$ cat src/rtl/multiplicador_booth_if.sv
// Request/result bundle for the sequential Booth multiplier.
// Ports (slave = multiplier side):
//   start         : operation request, sampled in IDLE
//   multiplicando : signed 32-bit multiplicand
//   multiplicador : signed 32-bit multiplier
//   hi / lo       : registered 64-bit product halves
//   fim           : one-cycle completion pulse
//   ocupado       : busy while the Booth iterations run
interface multiplicador_booth_if;
    logic        start;
    logic [31:0] multiplicando;
    logic [31:0] multiplicador;
    logic [31:0] hi;
    logic [31:0] lo;
    logic        fim;
    logic        ocupado;

    modport master (
        output start, multiplicando, multiplicador,
        input  hi, lo, fim, ocupado
    );

    modport slave (
        input  start, multiplicando, multiplicador,
        output hi, lo, fim, ocupado
    );
endinterface

$ cat src/rtl/multiplicador_booth.sv
// Sequential 32x32 signed multiplier, radix-2 Booth, one step per clock.
// Ports:
//   clock : rising-edge clock
//   reset : asynchronous active-high reset
//   bus   : multiplicador_booth_if.slave (start/operands in, hi/lo/fim/ocupado out)
module multiplicador_booth (
    input  logic                      clock,
    input  logic                      reset,
    multiplicador_booth_if.slave      bus
);
    localparam int unsigned W  = 32;
    localparam int unsigned AW = W + 1;
    localparam int unsigned CW = 5;

    typedef enum logic [1:0] {IDLE, RUN, DONE} state_t;

    state_t        state, state_next;
    logic [AW-1:0] a, a_next, m, m_next, a_sum;
    logic [W-1:0]  q, q_next;
    logic          qm1, qm1_next;
    logic [CW-1:0] cont, cont_next;
    logic [W-1:0]  hi, hi_next, lo, lo_next;
    logic          fim, fim_next, ocupado, ocupado_next;

    // Booth add/subtract; 33-bit accumulator absorbs -M when M = 0x80000000
    always_comb begin
        unique case ({q[0], qm1})
            2'b01:   a_sum = a + m;
            2'b10:   a_sum = a - m;
            default: a_sum = a;
        endcase
    end

    // State register
    always_ff @(posedge clock or posedge reset) begin
        if (reset) state <= IDLE;
        else       state <= state_next;
    end

    // Next-state and datapath/output next values
    always_comb begin
        state_next   = state;
        a_next       = a;
        q_next       = q;
        qm1_next     = qm1;
        m_next       = m;
        cont_next    = cont;
        hi_next      = hi;
        lo_next      = lo;
        fim_next     = 1'b0;
        ocupado_next = ocupado;

        unique case (state)
            IDLE: begin
                if (bus.start) begin
                    a_next       = '0;
                    q_next       = bus.multiplicador;
                    qm1_next     = 1'b0;
                    m_next       = {bus.multiplicando[W-1], bus.multiplicando};
                    cont_next    = CW'(W - 1);
                    ocupado_next = 1'b1;
                    state_next   = RUN;
                end
            end
            RUN: begin
                // Arithmetic right shift of {A', Q, Qm1}
                a_next   = {a_sum[AW-1], a_sum[AW-1:1]};
                q_next   = {a_sum[0], q[W-1:1]};
                qm1_next = q[0];
                if (cont == '0) begin
                    hi_next      = a_next[W-1:0];
                    lo_next      = q_next;
                    fim_next     = 1'b1;
                    ocupado_next = 1'b0;
                    state_next   = DONE;
                end else begin
                    cont_next = cont - CW'(1);
                end
            end
            DONE: begin
                state_next = IDLE;
            end
            default: begin
                state_next = IDLE;
            end
        endcase
    end

    // Datapath and output registers
    always_ff @(posedge clock or posedge reset) begin
        if (reset) begin
            a       <= '0;
            q       <= '0;
            qm1     <= 1'b0;
            m       <= '0;
            cont    <= '0;
            hi      <= '0;
            lo      <= '0;
            fim     <= 1'b0;
            ocupado <= 1'b0;
        end else begin
            a       <= a_next;
            q       <= q_next;
            qm1     <= qm1_next;
            m       <= m_next;
            cont    <= cont_next;
            hi      <= hi_next;
            lo      <= lo_next;
            fim     <= fim_next;
            ocupado <= ocupado_next;
        end
    end

    assign bus.hi      = hi;
    assign bus.lo      = lo;
    assign bus.fim     = fim;
    assign bus.ocupado = ocupado;
endmodule

$ cat src/flat_wrapper.sv
// flat-port wrapper written by rule: the top's interface ports become plain ports
module multiplicador_booth_flat 
  (clock, reset, bus_start, bus_multiplicando, bus_multiplicador, bus_hi, bus_lo, bus_fim, bus_ocupado);
  multiplicador_booth_if bus_i ();
  input  logic clock;
  input  logic reset;
  input wire logic [$bits(bus_i.start)-1:0] bus_start;
  input wire logic [$bits(bus_i.multiplicando)-1:0] bus_multiplicando;
  input wire logic [$bits(bus_i.multiplicador)-1:0] bus_multiplicador;
  output wire logic [$bits(bus_i.hi)-1:0] bus_hi;
  output wire logic [$bits(bus_i.lo)-1:0] bus_lo;
  output wire logic [$bits(bus_i.fim)-1:0] bus_fim;
  output wire logic [$bits(bus_i.ocupado)-1:0] bus_ocupado;
  assign bus_i.start = bus_start;
  assign bus_i.multiplicando = bus_multiplicando;
  assign bus_i.multiplicador = bus_multiplicador;
  assign bus_hi = bus_i.hi;
  assign bus_lo = bus_i.lo;
  assign bus_fim = bus_i.fim;
  assign bus_ocupado = bus_i.ocupado;
  multiplicador_booth u_core (.clock(clock), .reset(reset), .bus(bus_i));
endmodule
$ cat config.mk
export PLATFORM = sky130hd
export DESIGN_NAME = multiplicador_booth_flat
export DESIGN_NICKNAME = d
export VERILOG_FILES = /design/src/rtl/multiplicador_booth_if.sv /design/src/rtl/multiplicador_booth.sv /design/src/flat_wrapper.sv
export SDC_FILE = /design/constraint.sdc
export NUM_CORES = 1
export LEC_CHECK = 0
export BUFFER_PORTS_ARGS = -buffer_cell sky130_fd_sc_hd__buf_2
export CAP_MARGIN = 20
export CORE_UTILIZATION = 45
export CTS_BUF_LIST = sky130_fd_sc_hd__clkbuf_4 sky130_fd_sc_hd__clkbuf_8 sky130_fd_sc_hd__clkbuf_16
export CTS_CLUSTER_SIZE = 28
export DETAILED_ROUTE_END_ITERATION = 12
export PLACE_DENSITY = 0.71
export SLEW_MARGIN = 20
export SYNTH_ARGS = -nofsm -noshare
export SYNTH_HDL_FRONTEND = slang
export SYNTH_SLANG_ARGS = --single-unit
$ cat constraint.sdc
create_clock -name clock -period 11.3 [get_ports clock]
set_input_delay 0.565 -clock clock [delete_from_list [all_inputs] [get_ports clock]]
set_output_delay 0.565 -clock clock [all_outputs]
set_load 0.05 [all_outputs]
==> results of run 1 <==
-- critical path: cells and delay by family, from the launching register on --
family | cells | cell delay (ns)
AOI/OAI and AO/OA | 8 | 1.52
xor gates and xnor gates | 2 | 0.31
adders and majority gates | 1 | 0.36
DFF | 1 | 0.43
and+or+nand+nor | 6 | 1.82
-- sequential cells by signal (all words and copies together) (netlist names) --
register and count:
u_core.q 32, u_core.bus.fim 1, u_core.cont 5, u_core.bus.hi 32
u_core.state 2, u_core.m 32, u_core.bus.ocupado 1, u_core.qm1 1
u_core.a 32, u_core.bus.lo 32
-- logic make-up after synthesis --
kind of cell / after synthesis / synth area share [%]
muxes: 16 / 1.85
xor gates and xnor gates: 60 / 5.64
buffers and inverters: 86 / 3.43
and+or+nand+nor: 454 / 22.3
DFF: 170 / 45.0
AOI/OAI and AO/OA: 259 / 16.8
adders and majority gates: 37 / 4.98
-- metal layers --
layer | share of wire [%] | vias up
met5 | 0 | -
met1 | 48 | 3730
met4 | 2.0 | 0
li1 | - | 3907
met2 | 44 | 223
met3 | 5.6 | 29
-- placed cells by master, fill, tap and decap left out, drive strengths merged, types with 12 or more instances in the layout --
cell,instances
nor3,13
mux2,12
ha,36
inv,31
dfrtp,170
nor2b,13
buf,141
xnor2,49
nand2,289
nor2,57
a22o,14
and3b,25
o21ai,99
a21oi,84
clkbuf,17
-- how the worst max path moves through the flow --
| stage | from | to | cells after the start |
|---|---|---|---|
| after global routing | u_core.m[2] | u_core.a[31] | 17 |
| after floorplan | reset | u_core.a[0] | 1 |
| final | u_core.m[2] | u_core.bus.hi[31] | 17 |
| after detailed placement | u_core.m[2] | u_core.bus.hi[31] | 17 |
| after global placement | u_core.m[2] | u_core.bus.hi[31] | 17 |
| after CTS | u_core.m[2] | u_core.bus.hi[31] | 17 |
-- metrics by stage --
| step | area, sq um | setup WS, ns | utilization, % |
|---|---|---|---|
| final | 10900 | 6.70 | 53.6 |
| after global routing | 10900 | 6.41 | 53.6 |
| after CTS | 10900 | 6.76 | 53.6 |
| after detailed placement | 10300 | 6.86 | 50.5 |
| after global placement | 10300 | 6.97 | 50.5 |
| after floorplan | 9450 | 6.13 | - |
-- final cells by class --
type	count	area, sq um
clock inverters	15	209
well taps	270	338
multi-input cells	826	4890
clock buffers	17	425
inverters	24	96.3
flip-flops and latches	170	4260
repair buffers	141	728
fillers	1920	9490
==> qor.yml, run 1 <==
skew_ns: 0.0120
drc_errors: 0
syn_area_per_cell_sq_um: 8.73
hold_ws_ns: 0.310
final_layout_size_suffix_gt1_share_pct: 18.0
vias_per_cell: 5.39
clock_path_buffers: 2
synth-edff-count: 0
rr_endpoint: "u_core.bus.hi[31]"
drv_cap: 0
hold_buffers: 0
finalWirelength_mm: 23.3
fin_crit_sh_pct: 40.8
worst_slew_pin_slew_ns: 0.925
synthesis.nets: 1186
final_cells: 1463
syn_area_sq_um: 9450
ys_ff_latch: 170
critical_path_required_ns: 11.59
worst-path-max-fanout: 6
grt_max_degree: 99
antenna_found_initial: 0
use_met2_pct: 34.1
slew_violations: 0
setup_tns_ns: 0
setup.worst_path.start_class: "flop"
post_cts_buffers: 0
relSlewSlack_pct: 38.3
crit_slowest_cell: "nor4_1"
dieArea_sq_um: 21600
diodes: 0
netlist.area_leader.share_pct: 45.0
r2r-start: "u_core.m[2]"
grt_use_total_pct: 22.4
cp_data_arrival_time_ns: 4.89
netlist_instances: 1082
path_class: "reg -> reg"
grt_use_met1_pct: 31.7
synth_warnings: 0
synth.area.top_cells: "dfrtp_1 (45%), nand2_1 (11%), ha_1 (4.8%), o21ai_0 (4.6%), xnor2_1 (4.4%)"
dr.pass1.iters: 5
die_x_um: 147
clock-sinks: 170
rsz0062_at_grt: "no"
grt_overflow: 0
ant_nets: 0
ys_seq_area_share_pct: 45.0
crit_path_end_kind: "flop"
r2r_cells: 17
drtIter0Drc: 475
synth.distinct_cells: 71
initial_core_util_pct: 46.3
nNetsFinal: 1284
hold_viol_final: 0
finalCriticalPeriod_ns: 4.60
met3_usage_pct: 4.72
synth_commonest_cells: "nand2_1 (289), dfrtp_1 (170), o21ai_0 (86)"
slowest_delay_ns: 0.60
clkLatencyLatePin_ns: 0.44
synth_top_area_cell: "dfrtp_1"
clk_pin_slew_ns: 0.08
h-tree-depth: 4
crit_chain: "or3_4 -> nor4_1 -> and3_1 -> nand3b_1 -> nor2_1 -> nor2_1 -> xnor2_1 -> ha_1 -> a21oi_1 -> o21ai_0 -> a41o_1 -> o31ai_2 -> o21ai_1 -> a311o_1 -> a21oi_2 -> xnor2_1 -> o221ai_1"
status: "complete, no violations"
cts_buffers: 17
ctsResizeCount: 0
place_congestion: 0.902
ff2ff_setup_slack_ns: 6.70
core.rowCount: 52
grt_pass1_vias: 7578
final-setup-viol-count: 0
dpl.cell_count: 1431
vias: 7889
grt_pass1_wl_mm: 38.6
wl_per_cell_um: 15.9
max_clock_freq_ghz: 0.217
ios: 133
coreArea_sq_um: 20400
die_y_um: 147
cts_tree: "yes"
syn_to_final_growth_pct: 15.8
dpl.hpwl_mm: 15.9
numPortBuffers: 132
hold_path.class: "in -> async"
yosysMostFrequentCell: "nand2_1"
async_flop_share_pct: 100
synth-main-ff-cell: "dfrtp_1"
top_usage_layer: "met2"
clockRootBuffer: "clkbuf_16"
Power of run 1 is not shown: default switching activity piles up to over one toggle a cycle in this logic, so the estimate is an artifact.
==> run 2: changes to the inputs <==
--- a/config.mk
+++ b/config.mk
@@ -11,7 +11,7 @@
 export CTS_BUF_LIST = sky130_fd_sc_hd__clkbuf_4 sky130_fd_sc_hd__clkbuf_8 sky130_fd_sc_hd__clkbuf_16
 export CTS_CLUSTER_SIZE = 28
 export DETAILED_ROUTE_END_ITERATION = 12
-export PLACE_DENSITY = 0.71
+export PLACE_DENSITY = 0.74
 export SLEW_MARGIN = 20
 export SYNTH_ARGS = -nofsm -noshare
 export SYNTH_HDL_FRONTEND = slang
==> constraint.sdc (replaced) <==
create_clock -name clock -period 4.1 [get_ports clock]
set_input_delay 0.205 -clock clock [delete_from_list [all_inputs] [get_ports clock]]
set_output_delay 0.205 -clock clock [all_outputs]
set_load 0.05 [all_outputs]
==> run 2 against run 1 <==
Non-clock buffer count increased by 62. Register-to-register slack got worse by 6.5 ns. Critical path depth unchanged. Highest routed layer unchanged.
==> qor.yml, run 2 (synthesis gave the netlist of run 1 again) <==
slowest_delay_ns: 0.56
clock_path_buffers: 2
worst_slew_pin_slew_ns: 0.944
skew_ns: 0.0135
final_layout_size_suffix_gt1_share_pct: 20.5
syn_to_final_growth_pct: 22.2
min_to: "u_core.m[0]"
grt_max_degree: 153
clock-sinks: 170
finalCriticalPeriod_ns: 3.94
most-common-layout-cells: "nand2_1 (288), dfrtp_1 (169), buf_2 (132), o21ai_0 (85), a21oi_1 (77)"
max_clock_freq_ghz: 0.254
final-setup-viol-count: 0
setup.worst_path.start_class: "flop"
dr.pass1.iters: 6
hold_viol_final: 0
pre_cts_ws_ns: 0.0895
cts_buffers: 17
clk_pin_slew_ns: 0.08
place_congestion: 0.950
ff2ff_setup_slack_ns: 0.16
cpMostUsedCell: "buf_4"
final_cells: 1525
vias: 8195
numPortBuffers: 132
r2r-start: "u_core.m[3]"
cp_data_arrival_time_ns: 4.27
wl_per_cell_um: 15.8
critical_path_required_ns: 4.43
min_path_cells: 3
relSlewSlack_pct: 36.9
clockRootBuffer: "clkbuf_16"
crit_path_end_kind: "flop"
fin_crit_sh_pct: 96.2
grt_pass1_wl_mm: 39.2
dpl.hpwl_mm: 16.4
dpl.cell_count: 1455
dieArea_sq_um: 21600
ant_nets: 0
crit_slowest_cell: "or4_1"
hold_path.class: "in -> reg"
diodes: 0
antenna_found_initial: 0
status: "complete, no violations"
clkLatencyLatePin_ns: 0.45
finalWirelength_mm: 24.1
r2r_cells: 17
rr_endpoint: "u_core.bus.hi[30]"
grt_overflow: 0
die_x_um: 147
setup_tns_ns: 0
h-tree-depth: 4
grt_pass1_vias: 7712
drc_errors: 0
slew_violations: 0
grt_use_total_pct: 22.8
initial_core_util_pct: 46.3
die_y_um: 147
nNetsFinal: 1346
path_class: "reg -> reg"
drv_cap: 0
drtIter0Drc: 521
rsz0062_at_grt: "yes"
core.rowCount: 52
utilization_pct: 56.5
crit_chain: "or3_4 -> nor4_2 -> buf_4 -> and3_2 -> nand3b_1 -> nor2_2 -> nor2_1 -> xnor2_1 -> ha_1 -> buf_4 -> buf_4 -> buf_4 -> nand4_1 -> or4_1 -> nand4_1 -> nand4_1 -> mux2_2"
setup_slack_ns: 0.158
cts_tree: "yes"
min-delay-start: "bus_multiplicando[0]"
path_buf_inv: 4
ios: 133
cp_top_family: "simple AND/OR/NAND/NOR gates"
coreArea_sq_um: 20400
worst-path-max-fanout: 5
final_common_cell: "nand2_1"
vias_per_cell: 5.37
run 2: cell types whose count changed in the layout (fill, tap and decap cells not counted), moves of 2 or more:
cell and change:
a21oi_1 -3, a21oi_2 +3, buf_4 +29, clkinv_8 -3
dlygate4sd3_1 +32, inv_6 -3, inv_8 +5, o21ai_2 +2
run 2: area by class of cell:
class	count	area (sq um)
fill	1840	8890
multi-input combinational	826	4950
sequential	170	4260
timing repair buffer	203	1290
clock buffer	17	425
tap	270	338
clock inverter	15	199
inverter	24	93.8
run 2: what timing repair did:
action                                 CTS  global route
setup endpoints to repair                0            14
endpoints found under the hold margin   49             0
gates resized for setup                  0            13
hold buffers                            32             0
setup buffers                            0             6
run 2: how the worst max path moves through the flow:
stage / to / from / depth (start not counted)
after global placement: u_core.a[28] / u_core.m[3] / 16
after CTS: u_core.bus.hi[31] / u_core.m[3] / 18
after detailed placement: u_core.bus.hi[31] / u_core.m[3] / 18
after floorplan: u_core.bus.hi[31] / u_core.m[2] / 17
final: u_core.bus.hi[30] / u_core.m[3] / 17
after global routing: u_core.a[31] / u_core.m[3] / 18
run 2: routing by layer:
metal	vias up	global-route usage (%)	wire length, um
li1	4033	-	-
met1	3898	32.4	11500
met2	233	35.2	10800
met3	31	4.35	1330
met4	0	6.70	426
met5	-	0	0
run 2: through the flow:
stage | hold WS, ns | cell area, sq um
after floorplan | 0.310 | 9450
after CTS | 0.0289 | 11400
after global routing | 0.0221 | 11500
after detailed placement | 0.243 | 10500
after global placement | 0.231 | 10500
final | 0.0319 | 11500
run 2: worst register-to-register path: cells and delay by family (launching register included):
family	cells	cell delay, ns
buf+inv	4	0.51
simple gates	10	2.14
fa+ha+maj	1	0.35
xor+xnor	1	0.14
mux	1	0.29
flops	1	0.42
Power of run 2 is left out for the same reason.
==> run 3: changes to the inputs <==
--- a/config.mk
+++ b/config.mk
@@ -7,11 +7,12 @@
 export LEC_CHECK = 0
 export BUFFER_PORTS_ARGS = -buffer_cell sky130_fd_sc_hd__buf_2
 export CAP_MARGIN = 20
-export CORE_UTILIZATION = 45
-export CTS_BUF_LIST = sky130_fd_sc_hd__clkbuf_4 sky130_fd_sc_hd__clkbuf_8 sky130_fd_sc_hd__clkbuf_16
+export CORE_MARGIN = 2
+export CORE_UTILIZATION = 50
+export CTS_BUF_LIST = sky130_fd_sc_hd__clkbuf_8
 export CTS_CLUSTER_SIZE = 28
 export DETAILED_ROUTE_END_ITERATION = 12
-export PLACE_DENSITY = 0.74
+export PLACE_DENSITY = 0.8
 export SLEW_MARGIN = 20
 export SYNTH_ARGS = -nofsm -noshare
 export SYNTH_HDL_FRONTEND = slang
==> run 3 against run 2 <==
The flow now finishes with violations (hold timing). Largest cell class unchanged. Setup slack got worse by 0.049 ns. Critical endpoint unchanged. Via count decreased by 0.68%. Clock skew decreased by 0.0033 ns. Highest routed layer unchanged. Core utilization increased by 3.6 points. Sequential share of layout area increased by 1.1 points. Final cell count decreased by 2.8%. First-iteration DRC count increased by 11%. Critical path type unchanged. Register-to-register slack got worse by 0.05 ns.
==> qor.yml, run 3 (synthesis gave the netlist of run 1 again) <==
cp_top_family: "compound AO/OA/AOI/OAI gates"
drv_cap: 0
setup.worst_path.start_class: "flop"
grt_pass1_vias: 7689
slew_violations: 0
nFillCells: 1574
crit_path_end_kind: "flop"
ios: 133
hold_ws_ns: -0.100
vias_per_cell: 5.49
clock-sinks: 170
cts_tree: "yes"
path_buf_inv: 1
max_clock_freq_ghz: 0.251
dieArea_sq_um: 20000
core.rowCount: 50
dpl.hpwl_mm: 16.2
cpMostUsedCell: "nand4_1"
dr.pass1.iters: 6
die_x_um: 141
relSlewSlack_pct: 32.6
slowest_delay_ns: 0.58
final_common_cell: "nand2_1"
hold_viol_final: 27
status: "finished, violations left"
final_layout_size_suffix_gt1_share_pct: 19.8
clkLatencyLatePin_ns: 0.47
finalCriticalPeriod_ns: 3.99
grt_overflow: 0
skew_ns: 0.0102
grt_max_degree: 171
worst_slew_pin_slew_ns: 1.01
setup_tns_ns: 0
initial_core_util_pct: 50.7
r2r_cells: 15
fin_crit_sh_pct: 97.3
drtIter0Drc: 578
grt_use_total_pct: 23.5
most-common-layout-cells: "nand2_1 (288), dfrtp_1 (169), buf_2 (132), o21ai_0 (85), a21oi_1 (77)"
wl_per_cell_um: 15.8
worstSetupStartpoint: "u_core.qm1"
final-setup-viol-count: 0
h-tree-depth: 4
coreArea_sq_um: 18600
critical_path_required_ns: 4.46
grt_pass1_wl_mm: 37.7
ff2ff_setup_slack_ns: 0.11
cp_data_arrival_time_ns: 4.35
path_class: "reg -> reg"
vias: 8139
numPortBuffers: 132
antenna_found_initial: 0
cts_buffers: 17
hold_path.class: "in -> async"
drc_errors: 0
r2r-start: "u_core.qm1"
crit_chain: "inv_1 -> ha_2 -> nor2_1 -> xnor2_1 -> ha_1 -> o21a_1 -> o31a_1 -> a2bb2oi_1 -> a21oi_2 -> o21ai_2 -> a31oi_2 -> or4_1 -> nand4_1 -> nand4_1 -> mux2_2"
diodes: 0
rr_endpoint: "u_core.bus.hi[30]"
clockRootBuffer: "clkbuf_8"
clock_path_buffers: 2
worst-path-max-fanout: 13
syn_to_final_growth_pct: 18.6
ant_nets: 0
crit_slowest_cell: "or4_1"
finalWirelength_mm: 23.4
nNetsFinal: 1340
die_y_um: 141
place_congestion: 1.06
violations: "hold timing"
clk_pin_slew_ns: 0.10
## run 3: area by class of cell
type	count	area [sq um]	area share [%]
Clock inverter	15	151	1.35
Clock buffer	17	234	2.09
Multi-Input combinational cell	826	4930	44.0
Timing Repair Buffer	197	1240	11.1
Tap cell	234	293	2.61
Inverter	24	93.8	0.838
Sequential cell	170	4260	38.0
## run 3: what timing repair did
item | in CTS | in global routing
setup endpoints to repair | 0 | 16
setup buffers | 0 | 6
endpoints found under the hold margin | 32 | 0
gates resized for setup | 0 | 10
hold buffers | 32 | 0
## run 3: worst max path at each step
stage	endpoint	slack [ns]	cells past startpoint
2_1_floorplan	u_core.bus.hi[31]	0.22	17
3_3_place_gp	u_core.a[28]	0.22	16
3_5_place_dp	u_core.bus.hi[30]	0.16	14
4_1_cts	u_core.bus.hi[30]	0.10	14
5_1_grt	u_core.bus.hi[31]	-0.06	19
6_report	u_core.bus.hi[30]	0.11	15
## run 3: stage by stage
step / cell area [sq um] / hold WS [ns] / setup WS (ns) / instances / utilization, %
floorplan: 9450 / 0.310 / 0.222 / 1082 / -
global placement: 10400 / 0.395 / 0.220 / 1413 / 55.8
detailed placement: 10400 / 0.399 / 0.165 / 1413 / 55.8
CTS: 11100 / 0.00905 / 0.103 / 1477 / 59.6
global route: 11200 / 0.0299 / -0.0579 / 1483 / 60.1
finish: 11200 / -0.100 / 0.109 / 1483 / 60.1
## run 3: routing by layer
| layer | vias to the layer above | track usage (%) | wire (um) |
|---|---|---|---|
| met5 | - | 0 | 0 |
| met1 | 3800 | 34.4 | 11100 |
| met2 | 277 | 36.0 | 10500 |
| met3 | 34 | 3.81 | 1290 |
| li1 | 4028 | - | - |
| met4 | 0 | 7.37 | 445 |
## run 3: tightest hold or removal path, stage by stage
cell and delay, ns:
buf_2 0.11, clkinvlp_4 0.07, buf_12 0.52
Power of run 3 is left out for the same reason.
